$ cat src/rtl/quickq_prio_queue.sv
// rtl/quickq_prio_queue.sv - sorted shift-register priority queue with stable ties, replace and capacity limit
module quickq_prio_queue #(
    parameter int KEY_W     = 32,
    parameter int DATA_W    = 32,
    parameter int DEPTH     = 8,
    parameter int MAX_FIRST = 0
) (
    input  logic              clk,
    input  logic              rst,
    input  logic              enq,
    input  logic [KEY_W-1:0]  enq_key,
    input  logic [DATA_W-1:0] enq_data,
    input  logic              deq,
    input  logic [7:0]        array_size,
    output logic              head_valid,
    output logic [KEY_W-1:0]  head_key,
    output logic [DATA_W-1:0] head_data,
    output logic [7:0]        count,
    output logic              full,
    output logic              empty,
    output logic              enq_drop,
    output logic              deq_err
);

    localparam logic [7:0] DEPTH_C = 8'(DEPTH);

    logic [DEPTH-1:0]  vld_q;
    logic [KEY_W-1:0]  key_q  [DEPTH];
    logic [DATA_W-1:0] data_q [DEPTH];
    logic [7:0]        cnt_q;
    logic              drop_q;
    logic              err_q;

    logic [DEPTH-1:0]  b_vld;
    logic [KEY_W-1:0]  b_key  [DEPTH];
    logic [DATA_W-1:0] b_data [DEPTH];
    logic [DEPTH-1:0]  n_vld;
    logic [KEY_W-1:0]  n_key  [DEPTH];
    logic [DATA_W-1:0] n_data [DEPTH];

    logic [7:0] limit;
    logic       deq_ok;
    logic       enq_ok;
    logic       found;
    int         pos;

    function automatic logic better(input logic [KEY_W-1:0] x, input logic [KEY_W-1:0] y);
        return (MAX_FIRST != 0) ? (x > y) : (x < y);
    endfunction

    assign limit  = (array_size == 8'd0 || array_size > DEPTH_C) ? DEPTH_C : array_size;
    assign deq_ok = deq && (cnt_q != 8'd0);
    // A replace is always accepted, even when the queue sits above its limit.
    assign enq_ok = enq && ((cnt_q < limit) || deq_ok);

    always_comb begin
        b_vld  = vld_q;
        b_key  = key_q;
        b_data = data_q;
        if (deq_ok) begin
            for (int i = 0; i < DEPTH - 1; i++) begin
                b_vld[i]  = vld_q[i+1];
                b_key[i]  = key_q[i+1];
                b_data[i] = data_q[i+1];
            end
            b_vld[DEPTH-1]  = 1'b0;
            b_key[DEPTH-1]  = '0;
            b_data[DEPTH-1] = '0;
        end

        // Strict comparison puts the newcomer behind every equal key.
        pos   = deq_ok ? int'(cnt_q) - 1 : int'(cnt_q);
        found = 1'b0;
        for (int i = 0; i < DEPTH; i++) begin
            if (!found && b_vld[i] && better(enq_key, b_key[i])) begin
                pos   = i;
                found = 1'b1;
            end
        end

        n_vld  = b_vld;
        n_key  = b_key;
        n_data = b_data;
        if (enq_ok) begin
            for (int i = 1; i < DEPTH; i++) begin
                if (i > pos) begin
                    n_vld[i]  = b_vld[i-1];
                    n_key[i]  = b_key[i-1];
                    n_data[i] = b_data[i-1];
                end
            end
            for (int i = 0; i < DEPTH; i++) begin
                if (i == pos) begin
                    n_vld[i]  = 1'b1;
                    n_key[i]  = enq_key;
                    n_data[i] = enq_data;
                end
            end
        end
    end

    always_ff @(posedge clk) begin
        if (!rst) begin
            vld_q  <= '0;
            cnt_q  <= 8'd0;
            drop_q <= 1'b0;
            err_q  <= 1'b0;
            for (int i = 0; i < DEPTH; i++) begin
                key_q[i]  <= '0;
                data_q[i] <= '0;
            end
        end else begin
            vld_q  <= n_vld;
            key_q  <= n_key;
            data_q <= n_data;
            if (enq_ok && !deq_ok) begin
                cnt_q <= cnt_q + 8'd1;
            end else if (deq_ok && !enq_ok) begin
                cnt_q <= cnt_q - 8'd1;
            end
            drop_q <= enq && !enq_ok;
            err_q  <= deq && (cnt_q == 8'd0);
        end
    end

    assign head_valid = vld_q[0];
    assign head_key   = vld_q[0] ? key_q[0] : '0;
    assign head_data  = vld_q[0] ? data_q[0] : '0;
    assign count      = cnt_q;
    assign full       = cnt_q >= limit;
    assign empty      = cnt_q == 8'd0;
    assign enq_drop   = drop_q;
    assign deq_err    = err_q;

endmodule

$ cat config.mk
export PLATFORM = sky130hd
export DESIGN_NAME = quickq_prio_queue
export DESIGN_NICKNAME = d
export VERILOG_FILES = /design/src/rtl/quickq_prio_queue.sv
export SDC_FILE = /design/constraint.sdc
export NUM_CORES = 2
export LEC_CHECK = 0
export ABC_AREA = 0
export ABC_CLOCK_PERIOD_IN_PS = 7700
export CORE_AREA = 2 2 239 241
export CTS_CLUSTER_DIAMETER = 120
export DETAILED_ROUTE_END_ITERATION = 8
export DIE_AREA = 0 0 241 243
export PLACE_DENSITY = 0.89
export SETUP_SLACK_MARGIN = 0.3
export SLEW_MARGIN = 20
export SYNTH_ARGS = -nofsm -noshare
export SYNTH_HDL_FRONTEND = slang
export SYNTH_SLANG_ARGS = --single-unit
$ cat constraint.sdc
create_clock -name clk -period 7.7 [get_ports clk]
set_input_delay 1.155 -clock clk [delete_from_list [all_inputs] [get_ports clk]]
set_output_delay 1.155 -clock clk [all_outputs]
set_load 0.02 [all_outputs]
==> results.json <==
{
  "antenna_found_initial": 2,
  "routedWlPerCell_um": 23.1,
  "finalInstanceArea_um2": 37600,
  "async_flop_share": 0,
  "worstSetupPathType": "register to register",
  "cts_sinks": 530,
  "root_buffer": "clkbuf_16",
  "drt_iter0_drc": 4762,
  "syn_inst": 3958,
  "cp.arrival_ns": 7.40,
  "relSlewSlack": 0.242,
  "dieHeight_um": 243,
  "drv_slew": 0,
  "vias": 33500,
  "fin_ws_ns": 0.789,
  "grt_max_degree": 139,
  "violations": "design-rule violations",
  "cts-resized-gates": 0,
  "end_kind": "register",
  "syn_to_final_growth_pct": 11.7,
  "final_cell_mix": "dfxtp_1 (529), nand2_1 (470), mux2i_1 (361)",
  "synth_edf_count": 0,
  "drc": 1,
  "power.total_mw": 18.3,
  "place.gp.congestion": 0.969,
  "via_per_inst": 7.13,
  "cts.clk_slew.worst_paths_ns": 0.07,
  "cts_tree": "done",
  "crit_fanout": 40,
  "worstPathRequired_ns": 8.18,
  "grt_pass1_wl_um": 171000,
  "portBuffers": 152,
  "rr_worst_depth": 20,
  "h-tree-depth": 2,
  "finalCritPeriodShare": 0.898,
  "die_area_um2": 58600,
  "placedCellCount": 4596,
  "finalNonFillerCells": 4699,
  "hold_violations": 0,
  "worst_pin_slew_ns": 1.14,
  "finalCriticalPeriod_ns": 6.91,
  "start_util": 0.602,
  "avgSynthCellArea_um2": 8.51,
  "track_usage": 0.356,
  "clock_skew_ns": 0.0175,
  "post_dp_cell_area_um2": 35700,
  "drive_gt1_frac": 0.0698,
  "synth-main-ff-cell": "dfxtp_1",
  "synth_seq_cells": 530,
  "fin_tns_setup_ns": 0,
  "dp_slack_ns": 0.844,
  "cellPowerDensity_nw_per_um2": 487,
  "synth_area_um2": 33700,
  "numCtsBuffers": 54,
  "vdd_ir_drop_max_uv": 716,
  "ys_seq_area_frac": 0.315,
  "mostFrequentLayoutCell": "dfxtp_1",
  "insertion_delay_ns": 0.64,
  "finalWirelength_um": 108000,
  "ctsHoldBuffers": 0,
  "hold_depth": 1,
  "rsz0062_at_grt": "false",
  "grt_pass1_vias": 32100,
  "layout.nets": 4238,
  "clockBufferDepth": 3,
  "dp_hpwl_um": 71600,
  "fp.coreArea_um2": 56000,
  "post_cts_buffers": 0,
  "grt-ovfl-total": 0,
  "yosysWarnings": 0,
  "p_leak_nw": 14.9,
  "rows": 87,
  "critPathLaunchType": "register",
  "synth.distinct_cells": 84,
  "postRouteAntennaNets": 0,
  "whs_ns": 0.466,
  "die_w_um": 241,
  "maxCapViolCount": 0,
  "final_core_utilization": 0.673,
  "first_pass_iters": 9,
  "io_pins": 153,
  "fmax_mhz": 145,
  "status": "finished with violations",
  "setup_violations": 0,
  "hold_class": "register to register"
}
registers in the layout (all words and copies together) (netlist names):
name / flops
data_q: 256
count: 8
deq_err: 1
enq_drop: 1
key_q: 256
vld_q: 8
kinds of logic after synthesis:
| logic type | count (synthesis) | share of synthesized area |
|---|---|---|
| AOI/OAI and AO/OA | 1213 | 0.265 |
| DFF | 530 | 0.315 |
| muxes | 367 | 0.110 |
| xor gates and xnor gates | 14 | 0.00364 |
| other | 1 | 0.000111 |
| adders and majority gates | 265 | 0.0986 |
| buffers and inverters | 436 | 0.0532 |
| and+or+nand+nor | 1132 | 0.155 |
worst max-delay path, cell delays in order (launching register included):
cell and delay [ns]:
dfxtp_1 0.39, inv_1 0.18, ha_1 0.25, or4b_4 0.55, o21a_4 0.27, inv_6 0.31
buf_4 0.49, nand2_1 0.13, ha_1 0.31, and3_1 0.22, and3_1 0.25, nand3_1 0.15
nor4_1 0.49, a211oi_1 0.23, buf_4 0.21, nor2_1 0.28, nand4_1 0.34, a211o_2 0.51
and2_1 0.55, a222oi_1 0.45, a21oi_1 0.12
path summary, 6_finish.rpt:
path	start	to	slack, ns
worst max-delay path	count[0]$_SDFFE_PN0P_	data_q[204]$_SDFF_PN0_	0.79
worst min-delay path	data_q[18]$_SDFF_PN0_	data_q[18]$_SDFF_PN0_	0.47
worst max register to register	count[0]$_SDFFE_PN0P_	data_q[204]$_SDFF_PN0_	0.79
worst min register to register	data_q[18]$_SDFF_PN0_	data_q[18]$_SDFF_PN0_	0.47
synthesized netlist by cell type (6+ instances only):
master | n | area, µm²
dfxtp_1 | 530 | 10600
nand2_1 | 473 | 1780
o221ai_1 | 65 | 569
nand2b_1 | 6 | 37.5
and2_1 | 102 | 638
nor2_1 | 210 | 788
a21oi_1 | 207 | 1040
a211o_1 | 8 | 70.1
and3_1 | 36 | 225
a211oi_1 | 168 | 1260
inv_1 | 49 | 184
o31ai_1 | 11 | 82.6
a2111oi_1 | 39 | 390
buf_6 | 11 | 124
nor4_1 | 13 | 81.3
buf_2 | 38 | 190
o21ai_0 | 173 | 866
xnor2_1 | 9 | 78.8
a221oi_1 | 77 | 674
o21bai_1 | 7 | 52.6
buf_1 | 59 | 221
a2111oi_2 | 13 | 195
o21a_1 | 15 | 113
mux2i_1 | 361 | 3610
a311oi_1 | 25 | 219
a2111oi_0 | 7 | 61.3
ha_1 | 264 | 3300
a222oi_1 | 22 | 220
o211a_1 | 46 | 460
nand4_1 | 41 | 257
a32o_1 | 31 | 310
nor3_1 | 118 | 591
a21o_1 | 19 | 143
o22ai_1 | 55 | 344
o2bb2ai_1 | 27 | 236
nand3_1 | 81 | 405
o211ai_1 | 32 | 240
clkbuf_2 | 13 | 65.1
clkbuf_1 | 263 | 987
a22oi_1 | 45 | 338
and4_1 | 16 | 140
a31oi_1 | 43 | 269
a2bb2oi_1 | 47 | 412
per-layer routing:
metal | wire length, µm | part of all wire | track usage
met5 | 108 | 0.0010 | 0.0126
met4 | 5670 | 0.052 | 0.184
met3 | 13600 | 0.12 | 0.0771
met2 | 47400 | 0.44 | 0.543
met1 | 41700 | 0.38 | 0.470
cell type report:
type	count	area [µm²]
antenna	2	5.00
clock buffer	76	1550
clock inverter	24	297
fill	4165	18300
inverter	50	203
multi-input combinational	2995	21400
sequential	530	10600
tap	756	946
timing repair buffer	266	2580
power by group:
group | switching (mW) | leakage [nW] | internal [mW]
sequential | 0.709 | 4.32 | 3.78
clock | 1.21 | 0.908 | 1.58
combinational | 7.10 | 9.72 | 3.95
total | 9.02 | 14.9 | 9.32
No activity file was read; power rests on OpenSTA's default activity.
